File: src/rtl/dev_timer_mc.sv
// Multi-channel down-counter timer behind an 8-bit bus window.
// All channels share one prescaler. Pending flags are sticky, write-1-to-clear, and OR-ed into dev_irq.
module dev_timer_mc #(
    parameter int N_CH  = 4,
    parameter int WIDTH = 32,
    parameter int PSC_W = 16
) (
    input  logic        clk,
    input  logic        rst,
    output logic        dev_irq,
    output logic [31:0] dev_out,
    input  logic [31:0] dev_in,
    input  logic [7:0]  dev_addr,
    input  logic        we
);

    localparam logic [1:0]       MODE_ONESHOT = 2'b00;
    localparam logic [1:0]       MODE_RELOAD  = 2'b01;
    localparam logic [WIDTH-1:0] ONE          = WIDTH'(1);

    logic [N_CH-1:0]  en;
    logic [N_CH-1:0]  im;
    logic [N_CH-1:0]  pending;
    logic [1:0]       mode   [N_CH];
    logic [WIDTH-1:0] preset [N_CH];
    logic [WIDTH-1:0] count  [N_CH];
    logic [PSC_W-1:0] psc;
    logic [PSC_W-1:0] psc_cnt;

    logic             tick;
    logic             word_ok;
    logic             chan_win;
    logic             wr_status;
    logic             wr_psc;
    logic [N_CH-1:0]  wr_ctrl;
    logic [N_CH-1:0]  wr_pre;
    logic [N_CH-1:0]  hw_set;
    logic [N_CH-1:0]  clr;

    function automatic logic [31:0] zext_w(input logic [WIDTH-1:0] v);
        logic [31:0] r;
        r = '0;
        r[WIDTH-1:0] = v;
        return r;
    endfunction

    function automatic logic [31:0] zext_p(input logic [PSC_W-1:0] v);
        logic [31:0] r;
        r = '0;
        r[PSC_W-1:0] = v;
        return r;
    endfunction

    assign tick      = (psc_cnt == psc);
    assign word_ok   = (dev_addr[1:0] == 2'b00);
    assign chan_win  = word_ok & ~dev_addr[7];
    assign wr_status = we & (dev_addr == 8'h80);
    assign wr_psc    = we & (dev_addr == 8'h84);
    assign clr       = wr_status ? dev_in[N_CH-1:0] : '0;

    // A CPU write to a channel suppresses that channel's tick update, including the pending set.
    always_comb begin
        wr_ctrl = '0;
        wr_pre  = '0;
        hw_set  = '0;
        for (int i = 0; i < N_CH; i++) begin
            wr_ctrl[i] = we & chan_win & (dev_addr[6:4] == 3'(i)) & (dev_addr[3:2] == 2'd0);
            wr_pre[i]  = we & chan_win & (dev_addr[6:4] == 3'(i)) & (dev_addr[3:2] == 2'd1);
            hw_set[i]  = tick & en[i] & ~wr_ctrl[i] & ~wr_pre[i] & (count[i] == ONE);
        end
    end

    always_ff @(posedge clk or negedge rst) begin
        if (!rst) begin
            psc     <= '0;
            psc_cnt <= '0;
        end else if (wr_psc) begin
            psc     <= dev_in[PSC_W-1:0];
            psc_cnt <= '0;
        end else if (tick) begin
            psc_cnt <= '0;
        end else begin
            psc_cnt <= psc_cnt + PSC_W'(1);
        end
    end

    always_ff @(posedge clk or negedge rst) begin
        if (!rst) begin
            en <= '0;
            im <= '0;
            for (int i = 0; i < N_CH; i++) begin
                mode[i]   <= '0;
                preset[i] <= '0;
                count[i]  <= '0;
            end
        end else begin
            for (int i = 0; i < N_CH; i++) begin
                if (wr_ctrl[i]) begin
                    en[i]   <= dev_in[0];
                    mode[i] <= dev_in[2:1];
                    im[i]   <= dev_in[3];
                end else if (wr_pre[i]) begin
                    preset[i] <= dev_in[WIDTH-1:0];
                    count[i]  <= dev_in[WIDTH-1:0];
                end else if (tick && en[i]) begin
                    if (count[i] > ONE) begin
                        count[i] <= count[i] - ONE;
                    end else if (count[i] == ONE) begin
                        count[i] <= '0;
                        if (mode[i] == MODE_ONESHOT) en[i] <= 1'b0;
                    end else if (mode[i] == MODE_RELOAD) begin
                        count[i] <= preset[i];
                    end else if (mode[i] == MODE_ONESHOT) begin
                        en[i] <= 1'b0;
                    end
                end
            end
        end
    end

    // Hardware set wins over a same-cycle W1C.
    always_ff @(posedge clk or negedge rst) begin
        if (!rst) pending <= '0;
        else      pending <= (pending & ~clr) | hw_set;
    end

    assign dev_irq = |(pending & im);

    always_comb begin
        dev_out = '0;
        if (chan_win) begin
            for (int i = 0; i < N_CH; i++) begin
                if (dev_addr[6:4] == 3'(i)) begin
                    case (dev_addr[3:2])
                        2'd0:    dev_out = {28'b0, im[i], mode[i], en[i]};
                        2'd1:    dev_out = zext_w(preset[i]);
                        2'd2:    dev_out = zext_w(count[i]);
                        default: dev_out = '0;
                    endcase
                end
            end
        end else if (dev_addr == 8'h80) begin
            for (int b = 0; b < N_CH; b++) dev_out[b] = pending[b];
        end else if (dev_addr == 8'h84) begin
            dev_out = zext_p(psc);
        end
    end

    logic unused_in;
    assign unused_in = ^dev_in;

endmodule

File: config.mk
export PLATFORM = sky130hd
export DESIGN_NAME = dev_timer_mc
export DESIGN_NICKNAME = d
export VERILOG_FILES = /design/src/rtl/dev_timer_mc.sv
export SDC_FILE = /design/constraint.sdc
export NUM_CORES = 1
export LEC_CHECK = 0
export BUFFER_PORTS_ARGS = -buffer_cell sky130_fd_sc_hd__buf_2
export CAP_MARGIN = 15
export CORE_UTILIZATION = 60
export CTS_CLUSTER_SIZE = 24
export DETAILED_ROUTE_END_ITERATION = 6
export PLACE_DENSITY = 0.78
export SYNTH_ARGS = -nofsm -noshare
export SYNTH_HDL_FRONTEND = slang
export SYNTH_SLANG_ARGS = --single-unit
File: constraint.sdc
create_clock -name clk -period 3.73 [get_ports clk]
set_clock_uncertainty 0.1 [all_clocks]
set_input_delay 0.1865 -clock clk [delete_from_list [all_inputs] [get_ports clk]]
set_output_delay 0.1865 -clock clk [all_outputs]
set_load 0.1 [all_outputs]
==> results of run 1 <==
==> final timing paths <==
path	start	endpoint	slack, ps	depth (start not counted)
worst max-delay path	psc_cnt[2]	count[28]	210	7
worst min-delay path	we	pending[2]	180	4
worst max register to register	psc_cnt[2]	count[28]	210	7
worst min register to register	preset[31]	preset[31]	410	2
max in group asynchronous	rst	psc_cnt[4]	2310	3
min in group asynchronous	rst	preset[3]	240	2
==> cells by family after synthesis <==
| group | Yosys count | share of synthesized area |
|---|---|---|
| flip-flops | 308 | 0.409 |
| AND/OR/NAND/NOR | 998 | 0.239 |
| multiplexers | 55 | 0.0312 |
| AO/OA/AOI/OAI | 691 | 0.238 |
| XOR/XNOR | 73 | 0.0339 |
| buffers and inverters | 201 | 0.0440 |
| adder cells (fa/ha/maj) | 9 | 0.00597 |
==> cell usage after synthesis, drive strengths merged, types with 9 or more instances <==
cell type  number  share of area
a222oi          9         0.0048
dfrtp         308           0.41
a21oi         162          0.044
nand2         476          0.095
nor2          220          0.044
o211ai         33          0.013
mux2           30          0.018
a221oi         59          0.027
o22ai          29         0.0096
xor2           40          0.019
nor2b          10         0.0033
a22o           10         0.0046
a211oi         21         0.0084
or4            18         0.0074
o21a           10         0.0040
inv            14         0.0028
mux2i          25          0.013
o21ai         192          0.051
nor4           45          0.017
a21o            9         0.0036
or3            24         0.0082
xnor2          33          0.015
clkbuf        141          0.028
a31oi          12         0.0040
ha              9         0.0060
a22oi          88          0.035
buf            46          0.013
and2           10         0.0034
o31ai          11         0.0044
nand3          58          0.016
nor3           70          0.019
nand4          20         0.0070
==> area by class of cell <==
| cell class | count | area [um^2] | area share |
|---|---|---|---|
| multi-input cells | 1826 | 10400 | 0.486 |
| flip-flops and latches | 308 | 7710 | 0.360 |
| repair buffers | 183 | 1420 | 0.0664 |
| clock buffers | 54 | 1150 | 0.0539 |
| well taps | 396 | 495 | 0.0231 |
| clock inverters | 15 | 188 | 0.00876 |
| inverters | 14 | 52.6 | 0.00245 |
==> power by group <==
group	total (mW)	internal, mW	leakage, nW	switching (mW)
logic	2.88	1.05	4.89	1.83
clock network	3.95	2.44	0.661	1.52
registers	4.02	3.61	4.21	0.409
total	10.9	7.10	9.76	3.76
==> worst min-delay path: cells and delay by family <==
family | cells | cell delay [ps]
and+or+nand+nor | 2 | 350
buffers and inverters | 1 | 130
AOI/OAI and AO/OA | 1 | 110
==> metal layers <==
metal	share of wire	vias to the layer above
li1	-	8532
met1	0.37	9348
met2	0.45	1328
met3	0.12	265
met4	0.055	2
met5	0.00022	-
==> state kept, by name (all words and copies together) (netlist names) <==
name,count
en,4
psc,16
count,128
pending,4
psc_cnt,16
preset,128
im,4
mode,8
==> metrics by stage <==
stage / power, mW / hold slack (ps) / worst slack [ps]
2_1_floorplan: 5.94 / -209 / 354
3_3_place_gp: 6.75 / 274 / 452
3_5_place_dp: 6.81 / 268 / 416
4_1_cts: 10.8 / 142 / 419
5_1_grt: 11.3 / 164 / 51.2
6_report: 10.9 / 176 / 212
==> repair_timing <==
action,CTS,global route
hold buffers,33,0
hold endpoints to repair,277,0
gates resized for setup,0,0
==> results.json, run 1 <==
{
  "cts_setup_buffers": 0,
  "clock-root-buffer": "clkbuf_16",
  "syn_avg_cell_area_um2": 8.08,
  "worst_pin_slew_ps": 1190,
  "yosys_warnings": 0,
  "synth_area_um2": 18900,
  "grt_pass1_wl_um": 109000,
  "max_freq_ghz": 0.284,
  "final_cell_mix": "nand2_1, dfrtp_1, nor2_1, a21oi_1, o21ai_0",
  "dp_hpwl_um": 49500,
  "synthCells": 2335,
  "postLayoutCoreUtil": 0.697,
  "core_area_um2": 30700,
  "finalCritPeriodShare": 0.943,
  "met1_usage": 0.582,
  "grt_max_degree": 121,
  "setup_viol": 0,
  "top_usage_layer": "met2",
  "viasPerCell": 6.97,
  "clk_latency_ps": 540,
  "stdcell_count": 2796,
  "status": "finished with violations",
  "wire_per_inst_um": 25.5,
  "seq_area_frac_synth": 0.409,
  "synth-edff-count": 0,
  "routed-via-count": 19500,
  "layout.nets": 2423,
  "maxCapViolations": 0,
  "crit_path_max_incr_delay_ps": 780,
  "rsz0062_at_grt": "false",
  "hold_viol": 0,
  "power_density_nw_per_um2": 506,
  "drive_above_1_share": 0.119,
  "clk_pin_slew_ps": 70,
  "initial_core_util": 0.614,
  "violations": "design-rule violations",
  "die_h_um": 179,
  "drt_first_pass_iters": 7,
  "cts_tree": "yes",
  "fin_crit_ps": 3520,
  "grt_pass1_vias": 18400,
  "crit_chain": "xor2_1, nor4_1, nand4_1, a211o_1, nand2_1, a21oi_1, a211oi_1",
  "cts_htree_levels": 2,
  "cp.arrival_ps": 3860,
  "critPathMaxFanout": 14,
  "finalMaxSlewViolations": 0,
  "grt.total_usage": 0.448,
  "dp_cells": 2694,
  "met3_usage": 0.119,
  "synthFlopType": "dfrtp_1",
  "dr.first_iter.drc_count": 2363,
  "ir_drop_mv": 0.508,
  "ioPinCount": 76,
  "cp_slowest_cell": "nand4_1",
  "leakage_nw": 9.76,
  "clk_path_buf_depth": 3,
  "gp_congestion": 1.07,
  "ys_seq_elements": 308,
  "crit_required_ps": 4070,
  "fin_area_um2": 21400,
  "num_antenna_cells": 0,
  "yosysUniqueCellTypes": 81,
  "hold_class": "input port to flip-flop",
  "syn_nets": 2387,
  "row_count": 64,
  "overflow": 0,
  "async_flop_share": 1.00,
  "finalWirelength_um": 71400,
  "area_growth_syn_to_layout_pct": 13.6,
  "io_buffer_count": 75,
  "worstPathBufferInverterCount": 0,
  "die_width_um": 179,
  "numCtsBuffers": 38,
  "ant_nets": 0,
  "layout_commonest_cell": "nand2_1",
  "tns_ps": 0,
  "path_class": "flip-flop to flip-flop",
  "crit_path_end_kind": "flip-flop",
  "remaining_drc_errors": 4,
  "fillCellCount": 2543,
  "clkSinkCount": 308,
  "placed_cell_area_um2": 19800,
  "critPathLaunchType": "flip-flop",
  "gr-usage-met2": 0.685,
  "crit_family": "simple AND/OR/NAND/NOR gates",
  "maxSlewHeadroom": 0.201,
  "antenna_found_initial": 2,
  "die-area_um2": 32200
}
(Power assumes the default switching activity.)
==> inputs of run 2 (changes only) <==
--- a/config.mk
+++ b/config.mk
@@ -5,6 +5,7 @@
 export SDC_FILE = /design/constraint.sdc
 export NUM_CORES = 1
 export LEC_CHECK = 0
+export ABC_AREA = 1
 export BUFFER_PORTS_ARGS = -buffer_cell sky130_fd_sc_hd__buf_2
 export CAP_MARGIN = 15
 export CORE_UTILIZATION = 60
==> run 2 against run 1 <==
  * The flow now finishes without violations
  * Cell count grew 37%
  * Combinational power grew 61%
  * Power grew 14%
  * Routed wire length grew 23%
  * Largest power group is now combinational logic
==> results.json, run 2 <==
{
  "cp_slowest_cell": "nor4_2",
  "cts_setup_buffers": 0,
  "die_h_um": 191,
  "cp.arrival_ps": 3350,
  "routed-via-count": 24200,
  "initial_core_util": 0.613,
  "p_int_mw": 7.33,
  "clkSinkCount": 308,
  "grt_max_degree": 93,
  "seq_area_frac_synth": 0.361,
  "clock-root-buffer": "clkbuf_16",
  "crit_path_end_kind": "output pin",
  "grt.total_usage": 0.486,
  "maxCapViolations": 0,
  "synth_top_family_by_area": "simple AND/OR/NAND/NOR gates",
  "reg2reg_slack_ps": 470,
  "cts_tree": "yes",
  "ys_seq_elements": 308,
  "leakage_nw": 13.0,
  "synthFlopType": "dfrtp_1",
  "cts_htree_levels": 2,
  "critPathMaxFanout": 18,
  "p_clk_frac": 0.319,
  "crit_required_ps": 3440,
  "synth-edff-count": 0,
  "dp_hpwl_um": 63800,
  "die_width_um": 191,
  "wire_per_inst_um": 22.9,
  "drive_above_1_share": 0.0903,
  "synthAdderAreaFrac": 0.00528,
  "synth_area_um2": 21300,
  "yosysUniqueCellTypes": 53,
  "finalMaxSlewViolations": 0,
  "clk_latency_ps": 570,
  "dp_cells": 3739,
  "synthCells": 3296,
  "syn_avg_cell_area_um2": 6.47,
  "syn_nets": 3348,
  "gp_congestion": 1.09,
  "drt_first_pass_iters": 7,
  "power_mw": 12.3,
  "antenna_found_initial": 4,
  "ant_nets": 0,
  "power.switching_mw": 5.02,
  "power_frac_comb": 0.375,
  "sw_frac_of_total": 0.406,
  "viasPerCell": 6.28,
  "fillCellCount": 3001,
  "fin_crit_ps": 3640,
  "row_count": 68,
  "area_growth_syn_to_layout_pct": 13.0,
  "synth_most_common_cell": "nand2_1",
  "path_class": "input port to output pin",
  "async_flop_share": 1.00,
  "setup_viol": 0,
  "p_seq_frac": 0.306,
  "worst_pin_slew_ps": 1120,
  "clk_path_buf_depth": 3,
  "grt_pass1_wl_um": 131000,
  "ys_top_cells_by_count": "nand2_1, nor2_1, inv_1",
  "synth-xor-area-share": 0.0259,
  "overflow": 0,
  "ir_drop_mv": 0.441,
  "status": "finished clean",
  "rr_worst_depth": 13,
  "die-area_um2": 36300,
  "synth-compound-area-share": 0.110,
  "crit_path_max_incr_delay_ps": 620,
  "synthMuxAreaShare": 0.00194,
  "power_density_nw_per_um2": 512,
  "numCtsBuffers": 37,
  "post-synth-top-area-fraction": 0.361,
  "dr.first_iter.drc_count": 3949,
  "crit_chain": "dlygate4sd3_1, buf_2, inv_1, nand2_4, buf_4, o221ai_1, a31oi_1, nor4_2, buf_12",
  "tns_ps": 0,
  "layout.nets": 3410,
  "maxSlewHeadroom": 0.248,
  "remaining_drc_errors": 0,
  "ioPinCount": 76,
  "finalWirelength_um": 88000,
  "clk_pin_slew_ps": 60,
  "yosysTopAreaCell": "dfrtp_1",
  "layout_commonest_cell": "nand2_1",
  "core_area_um2": 34800,
  "rsz0062_at_grt": "false",
  "yosys_warnings": 0,
  "finalCritPeriodShare": 0.976,
  "critPathLaunchType": "input port",
  "final_cell_mix": "nand2_1, nor2_1, inv_1, dfrtp_1, nand3_1",
  "hold_viol": 0,
  "io_buffer_count": 75,
  "largestRegisters": "count x128, preset x128",
  "yosys.area_share.simple": 0.404,
  "stdcell_count": 3844,
  "max_freq_ghz": 0.275,
  "hold_class": "input port to async pin",
  "grt_pass1_vias": 21900,
  "synth_area_leaders": "dfrtp_1, nand2_1, nand3_1"
}
-- run 2: critical path, delay by kind of cell --
family          cells  cell delay, ps
compound gates      2             890
buf+inv             5            1440
simple gates        2             810
-- run 2: worst paths after layout --
kind	end	startpoint
worst min-delay path	psc_cnt[7]	rst
worst max register to register	count[105]	count[96]
max in group asynchronous	preset[56]	rst
min in group clk	en[3]	dev_addr[3]
worst max-delay path	dev_out[17]	dev_addr[2]
worst min register to register	count[65]	count[65]
-- run 2: area by class of cell --
cell class / count / area (um^2) / area share
antenna: 2 / 5.00 / 0.000208
clock buffer: 56 / 1130 / 0.0469
clock inverter: 12 / 171 / 0.00711
inverter: 341 / 1280 / 0.0532
multi-input combinational: 2527 / 11700 / 0.486
sequential: 308 / 7710 / 0.320
tap: 455 / 569 / 0.0236
timing repair buffer: 143 / 1510 / 0.0628
-- run 2: through the flow --
stage / hold WS, ps / utilization / setup WS, ps / cell area (um^2)
final: 69.8 / 0.693 / 89.2 / 24100
after global routing: 124 / 0.692 / 116 / 24100
after detailed placement: 83.9 / 0.645 / 345 / 22400
after global placement: 78.2 / 0.645 / 479 / 22400
after floorplan: -209 / - / 108 / 21400
after CTS: 93.7 / 0.692 / 464 / 24100
-- run 2: cells by family after synthesis --
family / after synthesis
simple gates: 2052
mux: 3
flops: 308
xor+xnor: 63
compound gates: 400
fa+ha+maj: 9
buf+inv: 461
-- run 2: power groups by stage --
| stage | Sequential [mW] | Combinational (mW) | Clock [mW] |
|---|---|---|---|
| 6_report | 3.78 | 4.64 | 3.93 |
| 5_1_grt | 3.79 | 5.05 | 4.03 |
| 4_1_cts | 3.77 | 4.45 | 3.91 |
| 3_5_place_dp | 3.82 | 4.38 | 0 |
| 3_3_place_gp | 3.81 | 4.30 | 0 |
| 2_1_floorplan | 3.74 | 3.26 | 0 |
-- run 2: what timing repair did --
action,CTS,global route
hold endpoints to repair,188,0
hold buffers,35,0
gates resized for setup,0,0
-- run 2: metal layers --
metal,global-route usage,wire length (um)
met2,0.686,35700
met4,0.310,6460
met5,0.00275,43
met1,0.648,32300
met3,0.144,13500
